<file path="src/rtl/life_pkg.sv">
// rtl/life_pkg.sv - shared states, board size default and pattern encodings for the life sequencer.
package life_pkg;

    localparam int BOARD_BITS_DEF = 6;
    localparam int PAT_ADDR_BITS  = 6;

    typedef enum logic [2:0] {
        ST_IDLE,
        ST_LOAD,
        ST_COPY,
        ST_EVAL,
        ST_FLUSH
    } state_e;

    localparam logic [1:0] PAT_CLEAR   = 2'd0;
    localparam logic [1:0] PAT_UW      = 2'd1;
    localparam logic [1:0] PAT_GLIDER  = 2'd2;
    localparam logic [1:0] PAT_CHECKER = 2'd3;

    // 8x8 bitmaps, bit index = row*8 + col
    localparam logic [63:0] PAT_UW_BITS      = 64'h50A8_8888_0609_0909;
    localparam logic [63:0] PAT_GLIDER_BITS  = 64'h0000_0000_0007_0402;
    localparam logic [63:0] PAT_CHECKER_BITS = 64'hAA55_AA55_AA55_AA55;

endpackage

</file>
<file path="src/rtl/life_pattern_rom.sv">
// rtl/life_pattern_rom.sv - combinational pattern ROM indexed by {pattern select, cell address}.
module life_pattern_rom
    import life_pkg::*;
#(
    parameter int ADDR_BITS = BOARD_BITS_DEF
) (
    input  logic [1:0]           sel_i,
    input  logic [ADDR_BITS-1:0] addr_i,
    output logic                 data_o
);

    logic [PAT_ADDR_BITS-1:0] idx;
    logic [63:0]              bits;

    always_comb begin
        idx  = PAT_ADDR_BITS'(addr_i);
        bits = '0;
        case (sel_i)
            PAT_CLEAR:   bits = '0;
            PAT_UW:      bits = PAT_UW_BITS;
            PAT_GLIDER:  bits = PAT_GLIDER_BITS;
            PAT_CHECKER: bits = PAT_CHECKER_BITS;
        endcase
        data_o = bits[idx];
    end

endmodule

</file>
<file path="src/rtl/life_sequencer.sv">
// rtl/life_sequencer.sv - sweep sequencer driving load/copy/evaluate passes over the life board.
module life_sequencer
    import life_pkg::*;
#(
    parameter int BOARD_BITS = BOARD_BITS_DEF,
    parameter int SPEED_BITS = 3
) (
    input  logic                  clk_i,
    input  logic                  reset_i,
    input  logic                  frame_tick_i,
    input  logic                  run_i,
    input  logic                  step_i,
    input  logic                  load_i,
    input  logic [1:0]            pattern_sel_i,
    input  logic [SPEED_BITS-1:0] speed_i,
    output logic [BOARD_BITS-1:0] rd_addr_o,
    output logic [BOARD_BITS-1:0] wr_addr_o,
    output logic                  copy_we_o,
    output logic                  eval_we_o,
    output logic                  load_we_o,
    output logic                  load_data_o,
    output logic                  show_prev_o,
    output logic                  busy_o,
    output logic                  gen_done_o,
    output logic [15:0]           gen_count_o
);

    localparam logic [BOARD_BITS-1:0] LAST_ADDR = '1;

    state_e                state_q, state_d;
    logic [BOARD_BITS-1:0] addr_q, addr_d, wr_addr_q;
    logic [SPEED_BITS-1:0] div_q, div_d;
    logic [1:0]            sel_q, sel_d;
    logic [15:0]           gen_count_q, gen_count_d;
    logic                  copy_we_q, eval_we_q, load_we_q;
    logic                  idle, sweeping, last, go, gen_end;

    always_comb begin
        idle     = (state_q == ST_IDLE);
        sweeping = (state_q == ST_LOAD) || (state_q == ST_COPY) || (state_q == ST_EVAL);
        last     = sweeping && (addr_q == LAST_ADDR);
        // >= rather than == so a lowered speed fires on the next tick
        go       = idle && run_i && frame_tick_i && (div_q >= speed_i);
        // FLUSH after EVAL is the only FLUSH carrying the final eval write
        gen_end  = (state_q == ST_FLUSH) && eval_we_q;

        state_d     = state_q;
        addr_d      = sweeping ? addr_q + BOARD_BITS'(1) : '0;
        div_d       = div_q;
        sel_d       = sel_q;
        gen_count_d = gen_count_q + 16'(gen_end);

        if (idle && run_i && frame_tick_i) begin
            div_d = go ? '0 : div_q + SPEED_BITS'(1);
        end

        case (state_q)
            ST_IDLE: begin
                if (load_i) begin
                    state_d = ST_LOAD;
                    sel_d   = pattern_sel_i;
                end else if (go || (step_i && !run_i)) begin
                    state_d = ST_COPY;
                end
            end
            ST_LOAD:  if (last) state_d = ST_FLUSH;
            ST_COPY:  if (last) state_d = ST_EVAL;
            ST_EVAL:  if (last) state_d = ST_FLUSH;
            ST_FLUSH: state_d = ST_IDLE;
            default:  state_d = ST_IDLE;
        endcase

        busy_o      = !idle;
        gen_done_o  = gen_end;
        show_prev_o = (state_q == ST_COPY) || (state_q == ST_EVAL) || gen_end;
    end

    always_ff @(posedge clk_i or posedge reset_i) begin
        if (reset_i) begin
            state_q     <= ST_IDLE;
            addr_q      <= '0;
            wr_addr_q   <= '0;
            copy_we_q   <= 1'b0;
            eval_we_q   <= 1'b0;
            load_we_q   <= 1'b0;
            div_q       <= '0;
            sel_q       <= PAT_CLEAR;
            gen_count_q <= '0;
        end else begin
            state_q     <= state_d;
            addr_q      <= addr_d;
            wr_addr_q   <= addr_q;
            copy_we_q   <= (state_q == ST_COPY);
            eval_we_q   <= (state_q == ST_EVAL);
            load_we_q   <= (state_q == ST_LOAD);
            div_q       <= div_d;
            sel_q       <= sel_d;
            gen_count_q <= gen_count_d;
        end
    end

    life_pattern_rom #(
        .ADDR_BITS (BOARD_BITS)
    ) u_rom (
        .sel_i  (sel_q),
        .addr_i (wr_addr_q),
        .data_o (load_data_o)
    );

    assign rd_addr_o   = addr_q;
    assign wr_addr_o   = wr_addr_q;
    assign copy_we_o   = copy_we_q;
    assign eval_we_o   = eval_we_q;
    assign load_we_o   = load_we_q;
    assign gen_count_o = gen_count_q;

endmodule

</file>
<file path="config.mk">
export PLATFORM = sky130hd
export DESIGN_NAME = life_sequencer
export DESIGN_NICKNAME = d
export VERILOG_FILES = /design/src/rtl/life_pkg.sv /design/src/rtl/life_pattern_rom.sv /design/src/rtl/life_sequencer.sv
export SDC_FILE = /design/constraint.sdc
export NUM_CORES = 1
export LEC_CHECK = 0
export ABC_AREA = 0
export CAP_MARGIN = 10
export CELL_PAD_IN_SITES_DETAIL_PLACEMENT = 1
export CELL_PAD_IN_SITES_GLOBAL_PLACEMENT = 2
export CORE_ASPECT_RATIO = 0.9
export CORE_UTILIZATION = 32
export DETAILED_ROUTE_END_ITERATION = 10
export GPL_TIMING_DRIVEN = 0
export HOLD_SLACK_MARGIN = 0.1
export PLACE_DENSITY = 0.84
export SETUP_SLACK_MARGIN = 0.15
export SYNTH_ARGS = -nofsm -noshare
export SYNTH_HDL_FRONTEND = slang
export SYNTH_SLANG_ARGS = --single-unit
</file>
<file path="constraint.sdc">
create_clock -name clk_i -period 3.2 [get_ports clk_i]
set_input_delay 0.48 -clock clk_i [delete_from_list [all_inputs] [get_ports clk_i]]
set_output_delay 0.48 -clock clk_i [all_outputs]
set_load 0.05 [all_outputs]
</file>
Word-level counts from Yosys, hierarchy flattened:

Cells that the tools add are included.

* word-level logic and storage cells: 53
* bits of input ports: 11
* register bits after elaboration: 39

* muxes and demuxes: 10
* reductions and logical operators: 18
* $add $sub $neg: 3
* $lt $le $gt $ge: 2
* equal/unequal tests: 11

Operator list (number)
* one-hot mux 64 bit (4 select lines): 1
* adder 16 x 1 -> 16 bit: 1
* two-way mux 3 bit: 5
* one-hot mux 3 bit (3 select lines): 1
* < comparator 6 x 7 -> 1 bit, second input constant: 1
* adder 6 x 1 -> 6 bit, second input constant: 1
* binary-select mux 1 bit (select 6 bit): 1
* == test 3 x 2 -> 1 bit, second input constant: 2
* == test 6 bit, second input constant: 1
* logical AND 1 bit: 6
* two-way mux 6 bit: 1
* logical OR 1 bit: 5
* == test 2 bit, second input constant: 2
* adder 3 x 1 -> 3 bit, second input constant: 1
* == test 3 x 1 -> 1 bit, second input constant: 1
* == test 3 bit, second input constant: 1
* >= comparator 3 bit: 1
* logical NOT 3 bit: 1
* != test 3 x 2 -> 1 bit, second input constant: 1
* AND reduction 3 bit: 1
* == test 2 x 1 -> 1 bit, second input constant: 1
* logical NOT 1 bit: 2
* logical NOT 2 bit: 1
* != test 2 x 1 -> 1 bit, second input constant: 1
* 4 further kinds: 4

Longest topological paths before layout:

Gate-level depths: netlist (run 1).

* depth in word-level cells: 8
* gate-level depth with buffers: 9
* gate-level depth less buffers: 9

Hierarchy:

A second synthesis (run 1) with hierarchy kept.

* cell total of the unflattened synthesis: 175
* area, all modules: 1899.3 µm²

By module, submodules not included
* life_sequencer: instances 1, cells an instance 141, sequential area each 975.9 µm², area each 1647.8 µm²
* life_pattern_rom: instances 1, cells an instance 34, sequential area each 0.0 µm², area each 251.5 µm²

Worst setup path before layout (run 1):

OpenSTA, ideal clock, no wires.

* path type: register to output
* from: register wr_addr_q[0] (netlist: wr_addr_o[0])
* to: output port load_data_o
* cell stages (with the launch flop): 5
* path slack: 0.776 ns
* buffers on the path: 0
* data arrival time: 1.944 ns
* cells stage by stage: dfrtp_1 xor2_2 a311oi_1 a2111o_1 a22oi_2

* word-level cells in the longest chain between the ends: 2

Ends and longest elaborated chain
* start, declared: line life_sequencer.sv:31 `logic [BOARD_BITS-1:0] addr_q, addr_d, wr_addr_q;`
* start signal, assigned: line life_sequencer.sv:92 `wr_addr_q <= addr_q;`
* binary-select mux 1 bit (select 6 bit): line life_pattern_rom.sv:24 `data_o = bits[idx];`
* two-way mux 1 bit (not written as such): line life_pattern_rom.sv:24
* end, declared: line life_sequencer.sv:21 `output logic load_data_o,`

No other way between the ends. The select of a mux whose other input is x is not followed.

Final worst setup path (run 1):

Same ends and word-level chain as after synthesis.

==> results.md, run 1 <==
* Grt met2 use at 22.96%
* N_diodes at 0
* Crit path kind: register to primary output
* Global route hottest layer: met2
* Cell row count at 25
* First-pass GRT wire length at 6.444 mm
* Ranking of synthesized cells by area: dfrtp_1 54%, xnor2_1 5.8%, ha_1 4.8%
* Grt ovf at 0
* Hold worst-path end: wr_addr_o[4]
* TritonCTS clock tree: built
* Final Skew at 7.454 ps
* YS warnings at 0
* Setup crit end kind: primary output
* Min-delay src: rd_addr_o[4]
* Worst-margin pin slew at 805.2 ps
* WL/cell at 12.93 um
* Die area at 5983 um^2
* Crit path launch: wr_addr_o[0]
* Top Ports at 46
* Routability Congestion at 0.7230
* Largest net degree at the start of global routing at 40
* Num CTS Buffers at 5
* Layout area overhead at 35.74%
* Crit-path cells: xor2_2 > a311oi_1 > a2111o_1 > a22oi_2 > dlymetal6s2s_1
* Crit path max-delay family: compound AO/OA/AOI/OAI gates
* Post-Syn Instances at 173
* Reg-to-reg critical path endpoint: gen_count_o[15]
* Tcrit/Tclk final at 79.89%
* Final net count at 243
* Post-synth EDFFs at 0
* Area of the multi-input gates at 768.2 um^2
* Slew HR at 46.24%
* RSZ-0062 raised after global routing: false
* Die Wd at 81.43 um
* Grt met3 use at 3.230%
* Post-route cell area at 2466 um^2
* Setup bufs post-CTS at 0
* First drt pass iteration count at 3
* Buffers on Ports at 45
* Vias in the first global route at 1404
* Final Util at 46.11%
* P per Cell Area at 374.8 nW/um^2
* CORE AREA at 5349 um^2
* Netlist cell types at 39
* Net Count, Synth at 191
* Synth async-reset ratio at 100.0%
* Max cap viols at 0
* Register area at 975.9 um^2
* Buf/Inv on CP at 1
* Most frequent cells in the layout: 44 x clkdlybuf4s50_1, 39 x dfrtp_1, 19 x nor2_1
* Max clock buf depth at 2
* Mapped cell area at 1817 um^2
* Synth area leader: dfrtp_1
* DRC viols at 0
* Synth top area share at 53.72%
* Htree depth at 2
* Max incr delay on CP at 470 ps
* Worst r2r src: state_q[0]
* Global Route met1 Usage at 18.37%
* CP startpoint kind: register
* Fill cells at 601
* Minimum clock period at 2556 ps
* Hold-fix buffers, CTS at 0
* Final Slew Violations at 0
* Detailed router's first-iteration violation count at 43
* Worst skew pair latency at 290 ps
* Hold Crit Class: register to register
* Post-Syn Area per Cell at 10.50 um^2
* Worst-path clk slew at 80 ps
* Setup TNS at 0 ps
* FF-to-FF setup slack at 1110 ps
* Max VDD drop at 0.2042 mV
* Slowest CP cell: dfrtp_1
* Leak at 0.001087 uW
* CTS root buf: clkbuf_8
* Flops & latches, synth at 39
* Status: completed
* Final setup vio count at 0
* Placed cell areas at 2351 um^2
* DP HPWL at 2.903 mm
* CTS Sinks at 39
* Commonest non-fill, non-tap cell in the layout: clkdlybuf4s50_1
* Initial antenna violation count at 0
* Arr. time, crit path at 2080 ps
* Max Fclk at 0.3912 GHz
* Initial Utilization at 33.96%
* Reg2Reg Depth at 9
* Sequential share of the synthesized area at 53.72%
* Top_reg_cell synth: dfrtp_1
* Critical path peak fanout at 7
* Total number of vias at 1398
* Detail Route Antenna Nets at 0
* Die Y at 73.48 um
* Worst hold stages at 0
* Required time worst endpoint at 2720 ps
* Total GRT Usage at 14.01%
* Final hold vios at 0
* Share of layout cells above drive strength 1 at 7.080%
* Routed WL at 3.788 mm
* Vias/cell at 4.771
-- cell type report --
| type | instances | area share [%] |
|---|---|---|
| flip-flops and latches | 39 | 39.57 |
| multi-input cells | 117 | 31.15 |
| repair buffers | 45 | 18.37 |
| well taps | 67 | 3.399 |
| clock buffers | 5 | 2.790 |
| inverters | 15 | 2.334 |
| clock inverters | 3 | 1.776 |
| plain buffers | 2 | 0.6088 |
-- per-stage QoR --
step / std cells / total power (uW) / hold WS (ps) / worst slack (ps)
after floorplan: 173 / 514.2 / 471.7 / 775.5
after global placement: 285 / 531.0 / 430.5 / 554.9
after global routing: 293 / 962.5 / 485.0 / 488.5
final: 293 / 924.4 / 459.0 / 643.6
after detailed placement: 285 / 531.3 / 444.2 / 554.1
after CTS: 293 / 943.6 / 464.0 / 220.9
-- worst register-to-register path, stage by stage, from the launching register on --
cell	delay, ps
dfrtp_1	470
nor2_1	270
nand3_1	140
inv_1	90
ha_1	170
nand3_1	170
inv_2	110
nand3_1	180
nor3_1	270
xor2_1	170
-- timing repair --
action / 4_1_cts / 5_1_grt
hold endpoints to repair: 0 / 0
resized for setup: 0 / 1
setup endpoints to repair: 0 / 1
-- state kept, by name (all words and copies together), names as in the netlist --
| name | count |
|---|---|
| gen_count_o | 16 |
| rd_addr_o | 6 |
| load_we_o | 1 |
| wr_addr_o | 6 |
| state_q | 3 |
| sel_q | 2 |
| div_q | 3 |
| copy_we_o | 1 |
| eval_we_o | 1 |
-- cell usage after synthesis, types with 3 or more instances --
cell and n:
inv_1 11, a21oi_1 3, dfrtp_1 39, ha_1 7, nand2b_1 7, nor2_1 19, xor2_1 7, xnor2_1 12
nand2_1 11, o21ai_1 5, nand3_1 13, o21ai_0 3, nor3_1 3
-- where the power goes --
part           internal (uW)  total [uW]  switching [uW]  leakage, uW
Sequential               492         492               0     0.000510
Combinational           13.5        27.9            14.4     0.000518
Clock                    232         404             172    0.0000581
Total                    738         924             186      0.00109
-- metal layers --
layer	vias to the layer above	routed length [um]
met5	-	0
met4	0	48
met3	7	139
met2	24	1830
met1	683	1770
li1	684	-
-- logic make-up (layout without fill, tap and decap cells) --
logic type	count (synthesis)	after routing	synth area share (%)
AND/OR/NAND/NOR	66	66	17.84
XOR/XNOR	20	20	10.06
flip-flops	39	39	53.72
adder cells (fa/ha/maj)	7	7	4.821
AO/OA/AOI/OAI	22	22	8.334
buffers and inverters	17	70	3.994
multiplexers	2	2	1.240
-- worst max-delay path by stage --
stage	endpoint	slack, ps	cells past startpoint
after global routing	load_data_o	490	5
final	load_data_o	640	5
after global placement	load_data_o	550	5
after floorplan	load_data_o	780	4
after CTS	load_data_o	220	5
after detailed placement	load_data_o	550	5
Power figures use the tool's default switching activity.
==> run 2: changes to the inputs <==
--- a/config.mk
+++ b/config.mk
@@ -10,11 +10,11 @@
 export CELL_PAD_IN_SITES_DETAIL_PLACEMENT = 1
 export CELL_PAD_IN_SITES_GLOBAL_PLACEMENT = 2
 export CORE_ASPECT_RATIO = 0.9
-export CORE_UTILIZATION = 32
+export CORE_UTILIZATION = 27
 export DETAILED_ROUTE_END_ITERATION = 10
 export GPL_TIMING_DRIVEN = 0
 export HOLD_SLACK_MARGIN = 0.1
-export PLACE_DENSITY = 0.84
+export PLACE_DENSITY = 0.76
 export SETUP_SLACK_MARGIN = 0.15
 export SYNTH_ARGS = -nofsm -noshare
 export SYNTH_HDL_FRONTEND = slang
==> constraint.sdc (replaced) <==
create_clock -name clk_i -period 2.06 [get_ports clk_i]
set_input_delay 0.309 -clock clk_i [delete_from_list [all_inputs] [get_ports clk_i]]
set_output_delay 0.309 -clock clk_i [all_outputs]
set_load 0.05 [all_outputs]
==> results.md, run 2 (same netlist as run 1, synthesis figures left out) <==
* Worst-path clk slew at 80 ps
* First-pass GRT wire length at 6.941 mm
* Num CTS Buffers at 5
* Routability Congestion at 0.7621
* Initial Utilization at 28.76%
* Fill cells at 722
* RSZ-0062 raised after global routing: true
* Htree depth at 2
* Die area at 7061 um^2
* Crit path kind: register to primary output
* Grt ovf at 0
* Worst-margin pin slew at 812.0 ps
* Pre-CTS WS at -356.8 ps
* CP startpoint kind: register
* Max VDD drop at 0.2166 mV
* Hold-fix buffers, CTS at 0
* Vias/cell at 4.444
* Worst setup margin at 70.31 ps
* CTS Sinks at 39
* Cell row count at 27
* Vias in the first global route at 1466
* Layout area overhead at 44.97%
* Share of layout cells above drive strength 1 at 19.74%
* Minimum clock period at 1990 ps
* Final hold slack at 456.4 ps
* Critical path peak fanout at 4
* Final hold vios at 0
* Leak at 0.001253 uW
* DP HPWL at 3.062 mm
* N_diodes at 0
* Slew HR at 45.79%
* First drt pass iteration count at 4
* DRC viols at 0
* WL/cell at 12.82 um
* Top Ports at 46
* CTS root buf: clkbuf_8
* Detailed router's first-iteration violation count at 43
* Die Y at 79.82 um
* Final Slew Violations at 0
* Arr. time, crit path at 1680 ps
* Max cap viols at 0
* Largest register FFs at 16
* Initial antenna violation count at 0
* Final setup vio count at 0
* Commonest non-fill, non-tap cell in the layout: dfrtp_1
* Required time worst endpoint at 1750 ps
* Final Skew at 4.699 ps
* Status: completed
* Final net count at 250
* Max clock buf depth at 2
* Power Total at 1310 uW
* Most frequent cells in the layout: 33 x dfrtp_1, 27 x clkdlybuf4s50_1, 17 x nor2_1
* Max Fclk at 0.5026 GHz
* Largest net degree at the start of global routing at 40
* Total GRT Usage at 12.99%
* TritonCTS clock tree: built
* Setup crit end kind: primary output
* CORE AREA at 6317 um^2
* Buffers on Ports at 45
* Tcrit/Tclk final at 96.59%
* Hold Crit Class: register to register
* Detail Route Antenna Nets at 0
* P per Cell Area at 497.4 nW/um^2
* Die Wd at 88.47 um
* Routed WL at 4.102 mm
* Worst skew pair latency at 290 ps
* Total number of vias at 1422
-- run 2: area by class of cell --
class / instances / area [um^2] / area share, %
Inverter: 15 / 61.31 / 2.328
Sequential cell: 39 / 983.4 / 37.34
Multi-Input combinational cell: 117 / 858.3 / 32.59
Timing Repair Buffer: 52 / 521.8 / 19.81
Buffer: 2 / 15.01 / 0.5701
Clock buffer: 6 / 72.57 / 2.755
Tap cell: 87 / 108.9 / 4.133
Clock inverter: 2 / 12.51 / 0.4751
-- run 2: worst max-delay path, cell delays in order, from the launching register on --
cell,delay [ps]
dfrtp_2,450
xor2_4,210
a311oi_1,110
a2111o_1,310
a22oi_2,140
buf_6,180
-- run 2: metal layers --
| metal | track usage, % | up-vias | share of wire, % |
|---|---|---|---|
| met3 | 3.102 | 4 | 4.2 |
| li1 | - | 703 | - |
| met5 | 0 | - | 0 |
| met2 | 20.69 | 26 | 48 |
| met1 | 17.00 | 689 | 47 |
| met4 | 4.839 | 0 | 1.1 |
-- run 2: repair_timing --
| item | CTS | global route |
|---|---|---|
| endpoints found under the setup margin | 14 | 20 |
| buffers inserted | 3 | 4 |
| pin swaps | 4 | 3 |
| resized for setup | 23 | 22 |
-- run 2: path summary, 6_finish.rpt --
kind	startpoint	to	slack, ps	cells after the start
worst max-delay path	wr_addr_o[0]	load_data_o	70	5
worst min register to register	rd_addr_o[3]	wr_addr_o[3]	460	0
min in group asynchronous	reset_i	gen_count_o[1]	500	2
max in group asynchronous	reset_i	state_q[1]	990	2
worst max register to register	div_q[0]	state_q[1]	290	7
worst min-delay path	rd_addr_o[3]	wr_addr_o[3]	460	0
-- run 2: report_power, final --
part           switching, uW  internal, uW  total, uW
Sequential                 0           765        765
Combinational           22.9          21.0       43.9
Clock                    265           237        501
-- run 2: stage by stage --
step	utilization [%]	cell area, um^2	cells	TNS [ps]
3_5_place_dp	38.15	2410	305	-377.8
6_report	41.69	2634	320	0
2_1_floorplan	-	1851	173	0
3_3_place_gp	38.15	2410	305	-2019
4_1_cts	40.27	2544	316	0
5_1_grt	41.69	2634	320	-17.96
==> run 3: changes to the inputs <==
--- a/config.mk
+++ b/config.mk
@@ -15,7 +15,7 @@
 export GPL_TIMING_DRIVEN = 0
 export HOLD_SLACK_MARGIN = 0.1
 export PLACE_DENSITY = 0.76
-export SETUP_SLACK_MARGIN = 0.15
+export SETUP_SLACK_MARGIN = 0.3
 export SYNTH_ARGS = -nofsm -noshare
 export SYNTH_HDL_FRONTEND = slang
 export SYNTH_SLANG_ARGS = --single-unit
==> constraint.sdc (replaced) <==
create_clock -name clk_i -period 2.06 [get_ports clk_i]
set_input_delay 0.412 -clock clk_i [delete_from_list [all_inputs] [get_ports clk_i]]
set_output_delay 0.412 -clock clk_i [all_outputs]
set_load 0.05 [all_outputs]
==> results.md, run 3 (same netlist as run 1, synthesis figures left out) <==
* CP startpoint kind: register
* Power share of the sequential group at 55.7%
* CTS root buf: clkbuf_8
* Max incr delay on CP at 450 ps
* Tcrit/Tclk final at 101.5%
* Num CTS Buffers at 5
* Final setup vio count at 1
* Area of the multi-input gates at 907.1 um^2
* Worst skew pair latency at 280 ps
* Total number of vias at 1456
* Max VDD drop at 0.3120 mV
* Critical path peak fanout at 4
* Final net count at 252
* Buffers on Ports at 45
* Register area at 983.4 um^2
* Leak at 0.001196 uW
* Max Fclk at 0.4780 GHz
* Final hold vios at 0
* Detail Route Antenna Nets at 0
* Commonest non-fill, non-tap cell in the layout: dfrtp_1
* First drt pass iteration count at 4
* DRC viols at 0
* Switching Share at 20.37%
* Die Wd at 88.47 um
* First-pass GRT wire length at 6.989 mm
* Die Y at 79.82 um
* Setup crit end kind: primary output
* Crit-path cells: xor2_4 > a311oi_1 > a2111o_1 > a22oi_2 > buf_6
* P_sw at 279.7 uW
* Htree depth at 2
* Die area at 7061 um^2
* Routability Congestion at 0.7291
* P per Cell Area at 517.7 nW/um^2
* Most frequent cells in the layout: 33 x dfrtp_1, 27 x dlygate4sd2_1, 14 x nor2_1
* Setup TNS at -31.85 ps
* Final Skew at 8.516 ps
* Slew HR at 45.18%
* CORE AREA at 6317 um^2
* Clock share of power at 40.8%
* Worst-path clk slew at 80 ps
* Final Slew Violations at 0
* Arr. time, crit path at 1680 ps
* Vias in the first global route at 1503
* Required time worst endpoint at 1650 ps
* Cell row count at 27
* Initial Utilization at 28.76%
* Crit path kind: register to primary output
* Max cap viols at 0
* Max clock buf depth at 2
* Reg2Reg Depth at 8
* Power Total at 1373 uW
* Layout area overhead at 46.01%
* Power Internal at 1094 uW
* Fill cells at 718
* WL/cell at 12.58 um
* Total GRT Usage at 12.66%
* Worst-margin pin slew at 821.1 ps
* Grt ovf at 0
* Violated checks: negative setup slack
* Vias/cell at 4.522
* Top Ports at 46
* Share of layout cells above drive strength 1 at 24.68%
* Routed WL at 4.052 mm
* DP HPWL at 2.931 mm
* Minimum clock period at 2092 ps
* Largest net degree at the start of global routing at 40
* N_diodes at 0
* CTS Sinks at 39
* Hold Crit Class: register to register
* Detailed router's first-iteration violation count at 57
* RSZ-0062 raised after global routing: true
* Initial antenna violation count at 0
* Hold-fix buffers, CTS at 0
* TritonCTS clock tree: built
* Worst setup margin at -31.85 ps
* Status: finished with violations
* Comb power frac at 3.5%
* Worst hold stages at 1
* Largest register FFs at 16
* Slowest CP cell: dfrtp_2
## run 3: cell types whose count changed in the layout (fill, tap and decap cells not counted), sizes merged
cell / previous run / this run
dlymetal6s2s: 10 / 1
clkbuf: 8 / 10
clkdlybuf4s50: 27 / 9
clkinv: 3 / 2
clkdlybuf4s15: 2 / 3
dlygate4sd2: 4 / 27
clkinvlp: 2 / 1
buf: 9 / 14
## run 3: repair_timing
| item | 4_1_cts | 5_1_grt |
|---|---|---|
| setup buffers | 4 | 5 |
| pin swaps | 4 | 10 |
| endpoints found under the setup margin | 42 | 10 |
| gates resized for setup | 68 | 11 |
## run 3: path summary, 6_finish.rpt
check                                 from         endpoint  slack (ps)
min reg2reg                gen_count_o[15]  gen_count_o[15]         470
max reg2reg                     state_q[1]  gen_count_o[10]         250
max in group asynchronous          reset_i     wr_addr_o[1]         880
min in group asynchronous          reset_i     rd_addr_o[4]         610
max                           wr_addr_o[0]      load_data_o         -30
min                        gen_count_o[15]  gen_count_o[15]         470
## run 3: metal layers
metal  vias to the layer above  wire (um)  track usage (%)
met2                        27       1869            19.54
met4                         0         55            4.355
met5                         -          0                0
li1                        700          -                -
met3                         5        163            2.689
met1                       724       1963            17.47
## run 3: per-stage QoR
| step | instances | area, um^2 | setup WS [ps] | util [%] | hold slack (ps) |
|---|---|---|---|---|---|
| floorplan | 173 | 1896 | -70.97 | - | 471.7 |
| global placement | 305 | 2455 | -463.7 | 38.86 | 457.8 |
| detailed placement | 305 | 2455 | -462.0 | 38.86 | 454.5 |
| CTS | 317 | 2579 | -44.77 | 40.82 | 470.0 |
| global route | 322 | 2653 | -136.4 | 41.99 | 494.2 |
| finish | 322 | 2653 | -31.85 | 41.99 | 465.2 |
## run 3: cell type report
class	count	area share (%)
Buffer	2	0.5660
Clock buffer	8	3.774
Inverter	15	2.311
Multi-Input combinational cell	117	34.20
Sequential cell	39	37.08
Tap cell	87	4.104
Timing Repair Buffer	54	17.97
## run 3: power groups by stage
stage | clock, uW | combinational [uW] | sequential, uW
2_1_floorplan | 0 | 18.7 | 780
3_3_place_gp | 0 | 45.1 | 780
3_5_place_dp | 0 | 46.0 | 780
4_1_cts | 576 | 47.0 | 765
5_1_grt | 610 | 54.8 | 765
6_report | 561 | 47.6 | 765
## run 3: critical path: cells and delay by family, from the launching register on
kind            cells  cell delay [ps]
compound gates      3              570
xor+xnor            1              210
buf+inv             1              180
flops               1              450
